$ cat config.mk
export PLATFORM = sky130hd
export DESIGN_NAME = memory_bridge_flat
export DESIGN_NICKNAME = d
export VERILOG_FILES = /design/src/rtl/mem_bridge_pkg.sv /design/src/rtl/memory_bridge_if.sv /design/src/rtl/byte_lane_align.sv /design/src/rtl/memory_bridge.sv /design/src/flat_wrapper.sv
export SDC_FILE = /design/constraint.sdc
export NUM_CORES = 1
export LEC_CHECK = 0
export ABC_AREA = 1
export BUFFER_PORTS_ARGS = -buffer_cell sky130_fd_sc_hd__buf_2
export CAP_MARGIN = 20
export CORE_UTILIZATION = 44
export CTS_CLUSTER_DIAMETER = 120
export CTS_CLUSTER_SIZE = 14
export DETAILED_ROUTE_END_ITERATION = 7
export PLACE_DENSITY = 0.84
export SYNTH_ARGS = -nofsm -noshare
export SYNTH_HDL_FRONTEND = slang
export SYNTH_SLANG_ARGS = --single-unit
$ cat constraint.sdc
create_clock -name clk -period 2.8 [get_ports clk]
set_clock_uncertainty 0.2 [all_clocks]
set_input_delay 0 -clock clk [delete_from_list [all_inputs] [get_ports clk]]
set_output_delay 0 -clock clk [all_outputs]
set_load 0.03 [all_outputs]
$ cat src/rtl/mem_bridge_pkg.sv
// Shared types and constants for the memory bridge.
//   state_t  : bridge FSM state encoding
//   SIZE_*   : funct3 access-size codes (sign/zero variants share a width)
//   BE_W     : byte-enable width of the memory bus
//   access_t : decoded access width, see size_of()
package mem_bridge_pkg;

   typedef enum logic [1:0] {
      IDLE,
      READ_WAIT,
      WRITE_WAIT,
      RESPOND
   } state_t;

   localparam logic [2:0] SIZE_B  = 3'b000;
   localparam logic [2:0] SIZE_H  = 3'b001;
   localparam logic [2:0] SIZE_W  = 3'b010;
   localparam logic [2:0] SIZE_BU = 3'b100;
   localparam logic [2:0] SIZE_HU = 3'b101;

   localparam int BE_W = 4;

   typedef enum logic [1:0] {
      ACC_B,
      ACC_H,
      ACC_W
   } access_t;

   // Unlisted funct3 codes are treated as word accesses.
   function automatic access_t size_of(input logic [2:0] funct3);
      case (funct3)
         SIZE_B, SIZE_BU: size_of = ACC_B;
         SIZE_H, SIZE_HU: size_of = ACC_H;
         default:         size_of = ACC_W;
      endcase
   endfunction

endpackage

$ cat src/rtl/memory_bridge_if.sv
// Word-addressed memory bus between the bridge and the memory.
//   mem_req   : request, held until mem_ack
//   mem_we    : 1 = write, 0 = read
//   mem_addr  : word address ([1:0] = 00)
//   mem_be    : byte enables, bit i = lane i
//   mem_wdata : store data on the addressed lanes
//   mem_ack   : one-cycle acknowledge
//   mem_rdata : read data, valid with mem_ack
interface memory_bridge_if;
   logic                          mem_req;
   logic                          mem_we;
   logic [31:0]                   mem_addr;
   logic [mem_bridge_pkg::BE_W-1:0] mem_be;
   logic [31:0]                   mem_wdata;
   logic                          mem_ack;
   logic [31:0]                   mem_rdata;

   modport master (
      output mem_req, mem_we, mem_addr, mem_be, mem_wdata,
      input  mem_ack, mem_rdata
   );

   modport slave (
      input  mem_req, mem_we, mem_addr, mem_be, mem_wdata,
      output mem_ack, mem_rdata
   );
endinterface

$ cat src/rtl/byte_lane_align.sv
// Combinational lane steering for sub-word accesses.
//   funct3        : access size code
//   addr_lo       : byte offset within the word
//   wdata         : right-justified store data
//   rdata         : word read data from memory
//   be            : byte enables for the access
//   wdata_lanes   : store data replicated onto the lanes
//   rdata_aligned : addressed bytes shifted to the LSBs, zero-filled
//   misaligned    : access does not sit on its natural boundary
module byte_lane_align
   import mem_bridge_pkg::*;
(
   input  logic [2:0]      funct3,
   input  logic [1:0]      addr_lo,
   input  logic [31:0]     wdata,
   input  logic [31:0]     rdata,
   output logic [BE_W-1:0] be,
   output logic [31:0]     wdata_lanes,
   output logic [31:0]     rdata_aligned,
   output logic            misaligned
);

   logic [31:0] shifted;

   always_comb begin
      shifted       = rdata >> {addr_lo, 3'b000};
      be            = 4'b1111;
      wdata_lanes   = wdata;
      rdata_aligned = rdata;
      misaligned    = 1'b0;
      case (size_of(funct3))
         ACC_B: begin
            be            = 4'b0001 << addr_lo;
            wdata_lanes   = {4{wdata[7:0]}};
            rdata_aligned = {24'b0, shifted[7:0]};
         end
         ACC_H: begin
            // Offset 3 would spill off the mask, but it is rejected as misaligned.
            be            = 4'b0011 << addr_lo;
            wdata_lanes   = {2{wdata[15:0]}};
            rdata_aligned = {16'b0, shifted[15:0]};
            misaligned    = addr_lo[0];
         end
         default: begin
            misaligned    = (addr_lo != 2'b00);
         end
      endcase
   end

endmodule

$ cat src/rtl/memory_bridge.sv
// Bridges single load/store requests onto a word-addressed memory bus
// with byte enables, a bounded wait for mem_ack and alignment checking.
//   clk, reset        : clock, synchronous active-high reset
//   req_read_en       : one-cycle pulse, start a load
//   req_write_en      : one-cycle pulse, start a store (wins over a load)
//   req_read_address  : load byte address
//   req_write_address : store byte address
//   req_write_data    : right-justified store data
//   req_funct3        : access size
//   read_value        : last completed load, zero-extended
//   busy              : transaction in flight
//   done              : one-cycle completion pulse
//   misaligned        : with done, access rejected for alignment
//   timeout           : with done, memory never acknowledged
//   mem               : memory bus (master side)
//
// state      | meaning
// IDLE       | waiting for a request
// READ_WAIT  | load issued, waiting for mem_ack or timeout
// WRITE_WAIT | store issued, waiting for mem_ack or timeout
// RESPOND    | result settled; emits done on the way back to IDLE
module memory_bridge
   import mem_bridge_pkg::*;
#(
   parameter int TIMEOUT_CYCLES = 255
) (
   input  logic                 clk,
   input  logic                 reset,
   input  logic                 req_read_en,
   input  logic                 req_write_en,
   input  logic [31:0]          req_read_address,
   input  logic [31:0]          req_write_address,
   input  logic [31:0]          req_write_data,
   input  logic [2:0]           req_funct3,
   output logic [31:0]          read_value,
   output logic                 busy,
   output logic                 done,
   output logic                 misaligned,
   output logic                 timeout,
   memory_bridge_if.master      mem
);

   localparam int CW = $clog2(TIMEOUT_CYCLES + 1);
   // Down-counter loaded on issue; terminal count 0 marks the last wait cycle.
   localparam logic [CW-1:0] WAIT_LOAD = CW'(TIMEOUT_CYCLES - 1);

   state_t          state;
   logic [2:0]      funct3_q;
   logic [1:0]      addr_lo_q;
   logic [CW-1:0]   wait_cnt;
   logic            pend_mis;
   logic            pend_to;

   logic [31:0]     req_addr;
   logic [2:0]      sel_funct3;
   logic [1:0]      sel_addr_lo;
   logic [BE_W-1:0] lane_be;
   logic [31:0]     lane_wdata;
   logic [31:0]     lane_rdata;
   logic            lane_mis;

   assign req_addr = req_write_en ? req_write_address : req_read_address;

   // One aligner serves both directions: in IDLE it sees the incoming
   // request, afterwards the captured size/offset for read-data alignment.
   assign sel_funct3  = (state == IDLE) ? req_funct3    : funct3_q;
   assign sel_addr_lo = (state == IDLE) ? req_addr[1:0] : addr_lo_q;

   byte_lane_align u_align (
      .funct3        (sel_funct3),
      .addr_lo       (sel_addr_lo),
      .wdata         (req_write_data),
      .rdata         (mem.mem_rdata),
      .be            (lane_be),
      .wdata_lanes   (lane_wdata),
      .rdata_aligned (lane_rdata),
      .misaligned    (lane_mis)
   );

   always_ff @(posedge clk) begin
      if (reset) begin
         state         <= IDLE;
         funct3_q      <= '0;
         addr_lo_q     <= '0;
         wait_cnt      <= '0;
         pend_mis      <= 1'b0;
         pend_to       <= 1'b0;
         read_value    <= '0;
         busy          <= 1'b0;
         done          <= 1'b0;
         misaligned    <= 1'b0;
         timeout       <= 1'b0;
         mem.mem_req   <= 1'b0;
         mem.mem_we    <= 1'b0;
         mem.mem_addr  <= '0;
         mem.mem_be    <= '0;
         mem.mem_wdata <= '0;
      end else begin
         done       <= 1'b0;
         misaligned <= 1'b0;
         timeout    <= 1'b0;
         case (state)
            IDLE: begin
               if (req_read_en || req_write_en) begin
                  funct3_q  <= req_funct3;
                  addr_lo_q <= req_addr[1:0];
                  pend_mis  <= lane_mis;
                  pend_to   <= 1'b0;
                  busy      <= 1'b1;
                  if (lane_mis) begin
                     state <= RESPOND;
                  end else begin
                     mem.mem_req   <= 1'b1;
                     mem.mem_we    <= req_write_en;
                     mem.mem_addr  <= {req_addr[31:2], 2'b00};
                     mem.mem_be    <= lane_be;
                     mem.mem_wdata <= lane_wdata;
                     wait_cnt      <= WAIT_LOAD;
                     state         <= req_write_en ? WRITE_WAIT : READ_WAIT;
                  end
               end
            end
            READ_WAIT, WRITE_WAIT: begin
               // Ack takes priority over an expiring counter.
               if (mem.mem_ack) begin
                  mem.mem_req <= 1'b0;
                  if (state == READ_WAIT) read_value <= lane_rdata;
                  state <= RESPOND;
               end else if (wait_cnt == '0) begin
                  mem.mem_req <= 1'b0;
                  pend_to     <= 1'b1;
                  state       <= RESPOND;
               end else begin
                  wait_cnt <= wait_cnt - 1'b1;
               end
            end
            RESPOND: begin
               done       <= 1'b1;
               misaligned <= pend_mis;
               timeout    <= pend_to;
               busy       <= 1'b0;
               state      <= IDLE;
            end
            default: state <= IDLE;
         endcase
      end
   end

endmodule

$ cat src/flat_wrapper.sv
// flat-port wrapper written by rule: the top's interface ports become plain ports
module memory_bridge_flat import mem_bridge_pkg::*;
#(
   parameter int TIMEOUT_CYCLES = 255
)
  (clk, reset, req_read_en, req_write_en, req_read_address, req_write_address, req_write_data, req_funct3, read_value, busy, done, misaligned, timeout, mem_mem_req, mem_mem_we, mem_mem_addr, mem_mem_be, mem_mem_wdata, mem_mem_ack, mem_mem_rdata);
  memory_bridge_if mem_i ();
  input  logic clk;
  input  logic reset;
  input  logic req_read_en;
  input  logic req_write_en;
  input  logic [31:0] req_read_address;
  input  logic [31:0] req_write_address;
  input  logic [31:0] req_write_data;
  input  logic [2:0] req_funct3;
  output logic [31:0] read_value;
  output logic busy;
  output logic done;
  output logic misaligned;
  output logic timeout;
  output wire logic [$bits(mem_i.mem_req)-1:0] mem_mem_req;
  output wire logic [$bits(mem_i.mem_we)-1:0] mem_mem_we;
  output wire logic [$bits(mem_i.mem_addr)-1:0] mem_mem_addr;
  output wire logic [$bits(mem_i.mem_be)-1:0] mem_mem_be;
  output wire logic [$bits(mem_i.mem_wdata)-1:0] mem_mem_wdata;
  input wire logic [$bits(mem_i.mem_ack)-1:0] mem_mem_ack;
  input wire logic [$bits(mem_i.mem_rdata)-1:0] mem_mem_rdata;
  assign mem_mem_req = mem_i.mem_req;
  assign mem_mem_we = mem_i.mem_we;
  assign mem_mem_addr = mem_i.mem_addr;
  assign mem_mem_be = mem_i.mem_be;
  assign mem_mem_wdata = mem_i.mem_wdata;
  assign mem_i.mem_ack = mem_mem_ack;
  assign mem_i.mem_rdata = mem_mem_rdata;
  memory_bridge #(.TIMEOUT_CYCLES(TIMEOUT_CYCLES)) u_core (.clk(clk), .reset(reset), .req_read_en(req_read_en), .req_write_en(req_write_en), .req_read_address(req_read_address), .req_write_address(req_write_address), .req_write_data(req_write_data), .req_funct3(req_funct3), .read_value(read_value), .busy(busy), .done(done), .misaligned(misaligned), .timeout(timeout), .mem(mem_i));
endmodule
==> flow_summary_export.csv <==
group,metric,value,unit
power,p_sw,5.23,mW
power,ir_drop,0.644,mV
critical_path,rrSetupSlack,0.15,ns
cts,cts_tree,"built",
cts,cts_made_buffers,17,
drt,highest_layer,"met4",
outcome,violations,"design-rule violations",
global_route,antenna_found_initial,2,
drt,postRouteAntennaNets,0,
sta,worst_pin_slew,0.639,ns
critical_path,crit_path_end_kind,"register",
layout,final_cells,1616,
hold_path,hold_start,"req_write_address[0]",
placement,dp.cells,1430,
synthesis,ys_seq_elements,120,
critical_path,regToRegEndpoint,"u_core.read_value[16]",
outcome,status,"finished with violations",
drt,wl_met1,9.17,mm
sta,fmax,377,MHz
cts,clkTransAtPathRegs,0.06,ns
floorplan,num_io_pins,242,
sta,setup_violations,0,
power,p_seq_share,24.5,%
global_route,grt-ovfl-total,0,
global_route,grt_pass1_vias,7912,
synthesis,ys_seq_area_share,36.9,%
drt,met2WireLength,11.4,mm
layout,syn2layout_area_growth,53.0,%
sta,final_max_slew_viol_count,0,
synthesis,syn_inst,1051,
cts,clk_latency,0.41,ns
synthesis,yosysTopAreaCell,"dfxtp_1",
placement,io_buffers,238,
sta,rsz0062_at_grt,"no",
power,p_leak,5.17,nW
drt,num_vias,8559,
placement,gp_congestion,0.836,
floorplan,initial_utilization,44.9,%
cts,cts_max_level,4,
drt,drt_iter0_markers,1008,
power,p_per_area,1100,nW/um2
floorplan,die_w,124,um
job,cap_viol_max_count,0,
drt,met3_length,2.68,mm
placement,dp_hpwl,13.4,mm
critical_path,cp_data_arrival_time,2.80,ns
critical_path,worstPathMaxFanout,24,
critical_path,startpoint,"u_core.state[0]",
cts,root_buffer,"clkbuf_16",
power,combPwrFrac,54.9,%
synthesis,yosys_most_used_dff,"dfxtp_1",
critical_path,worstSetupStartpointType,"register",
synthesis,yosys_warnings,0,
critical_path,worstReg2RegStart,"u_core.state[0]",
global_route,grtUsageTotal,31.8,%
critical_path,worstPathRequired,2.95,ns
power,p_sw_share,47.6,%
floorplan,coreArea,14500,um2
hold_path,holdPathStages,9,
critical_path,rr_worst_depth,9,
critical_path,worstSetupPathType,"reg2reg",
drt,vias_per_cell,5.30,
drt,wl,24.7,mm
power,p_int,5.75,mW
sta,min_period,2.65,ns
sta,timing.setup.tns,0,ns
floorplan,die_area,15300,um2
floorplan,die_h,124,um
drt,firstDrtPassIters,8,
synthesis,synth_enable_flop_cells,0,
drt,drc,1,
global_route,grt_max_degree,46,
layout,utilization,68.7,%
sta,fin_crit_sh,94.8,%
layout,fillCellCount,1095,
power,pwr-share-clk,20.6,%
synthesis,synth_top_area_share,36.9,%
synthesis,ys_top_cells_by_area,"dfxtp_1, nand2_1, nor2_1, nand3_1, inv_1",
cts,clock-sinks,120,
synthesis,avgSynthCellArea,6.19,um2
layout,fin_nets,1560,
synthesis,syn_area,6500,um2
layout,drive_gt1_share,21.7,%
hold_path,hold_path_end,"u_core.mem.mem_be[0]",
sta,hold_viol_final,0,
global_route,grt_pass1_wl,37.6,mm
floorplan,row_count,44,
hold_path,hp-class,"in2reg",
synthesis,yosysUniqueCellTypes,32,
sta,maxSlewHeadroom,57.3,%
drt,wl_per_cell,15.3,um
cts,cts_buffer_depth,2,
synthesis,ys_async_sr_fraction,0,%
sta,holdWs,0.0767,ns
==> cells in the mapped netlist, types with 2 or more instances <==
cell and instances:
a21oi_1 57, buf_2 17, buf_4 8, buf_6 4, clkbuf_1 33, dfxtp_1 120
ha_1 6, inv_1 77, inv_2 2, nand2_1 367, nand2_2 6, nand2_4 5
nand3_1 99, nand3b_1 25, nand4_1 2, nor2_1 168, nor2_2 3, nor3_1 4
o21ai_0 35
==> sequential cells by signal, summed over array words and instances (netlist names) <==
| signal | flops |
|---|---|
| u_core.addr_lo_q | 2 |
| u_core.mem.mem_req | 1 |
| u_core.mem.mem_we | 1 |
| u_core.mem.mem_wdata | 32 |
| u_core.busy | 1 |
| u_core.funct3_q | 2 |
| u_core.mem.mem_be | 4 |
| u_core.done | 1 |
| u_core.pend_to | 1 |
| u_core.state | 2 |
| u_core.wait_cnt | 8 |
| u_core.read_value | 32 |
| u_core.pend_mis | 1 |
| u_core.timeout | 1 |
| u_core.misaligned | 1 |
| u_core.mem.mem_addr | 30 |
==> kinds of logic after synthesis <==
group	share of synthesized area, %
AO/OA/AOI/OAI	7.33
XOR/XNOR	0.135
other	0.0576
AND/OR/NAND/NOR	44.7
flip-flops	36.9
adder cells (fa/ha/maj)	1.15
buffers and inverters	9.68
==> stage by stage <==
step	power [mW]	setup slack (ns)	instance area, um2
CTS	10.7	0.0558	9900
detailed placement	8.13	0.250	7770
finish	11.0	0.147	9950
floorplan	6.88	0.758	6510
global route	11.7	0.0202	9950
global placement	8.00	0.328	7770
==> cell type report <==
cell class / instances / area, um2 / share of cell area (%)
timing repair buffer: 409 / 2890 / 29.0
tap: 184 / 230 / 2.31
sequential: 120 / 2400 / 24.1
inverter: 82 / 315 / 3.17
clock buffer: 23 / 478 / 4.80
antenna: 2 / 5.00 / 0.0503
clock inverter: 8 / 120 / 1.21
multi-input combinational: 788 / 3510 / 35.3
==> critical path, stage by stage (launching register included) <==
cell	delay, ns
dfxtp_1	0.32
inv_1	0.15
ha_2	0.26
buf_4	0.18
nand2_4	0.07
nand2_8	0.15
buf_6	0.24
nand3_1	0.15
a21oi_1	0.22
dlygate4sd3_1	0.62
==> timing repair <==
action,CTS,global route
gates resized for setup,0,10
endpoints found under the hold margin,115,0
hold buffers,153,0
buffers inserted,0,0
setup endpoints to repair,0,18
==> power groups by stage <==
stage | registers [mW] | logic, mW | clock network, mW
after floorplan | 3.68 | 3.20 | 0
after global placement | 2.66 | 5.34 | 0
after detailed placement | 2.69 | 5.44 | 0
after CTS | 2.66 | 5.76 | 2.27
after global routing | 2.76 | 6.57 | 2.34
final | 2.69 | 6.03 | 2.26
==> routing by layer <==
layer	global-route usage, %	up-vias
met5	0	-
met1	36.9	3736
met4	20.0	0
met3	8.84	165
met2	51.7	654
li1	-	4004
==> worst max-delay path by stage <==
stage | end | cells past startpoint
after floorplan | u_core.mem.mem_req | 12
after CTS | u_core.mem.mem_wdata[24] | 11
after detailed placement | u_core.mem.mem_addr[12] | 14
final | u_core.read_value[16] | 9
after global placement | u_core.mem.mem_addr[3] | 14
after global routing | u_core.mem.mem_wdata[29] | 13
==> cells in the final DEF (no fill, tap or decap), types with 6 or more instances in the layout <==
cell type,count
a21oi_1,57
buf_2,238
buf_4,14
clkbuf_16,17
dfxtp_1,120
dlygate4sd3_1,153
inv_1,76
nand2_1,367
nand2_2,6
nand3_1,99
nand3b_1,25
nor2_1,167
o21ai_0,34
(Power assumes the default switching activity.)
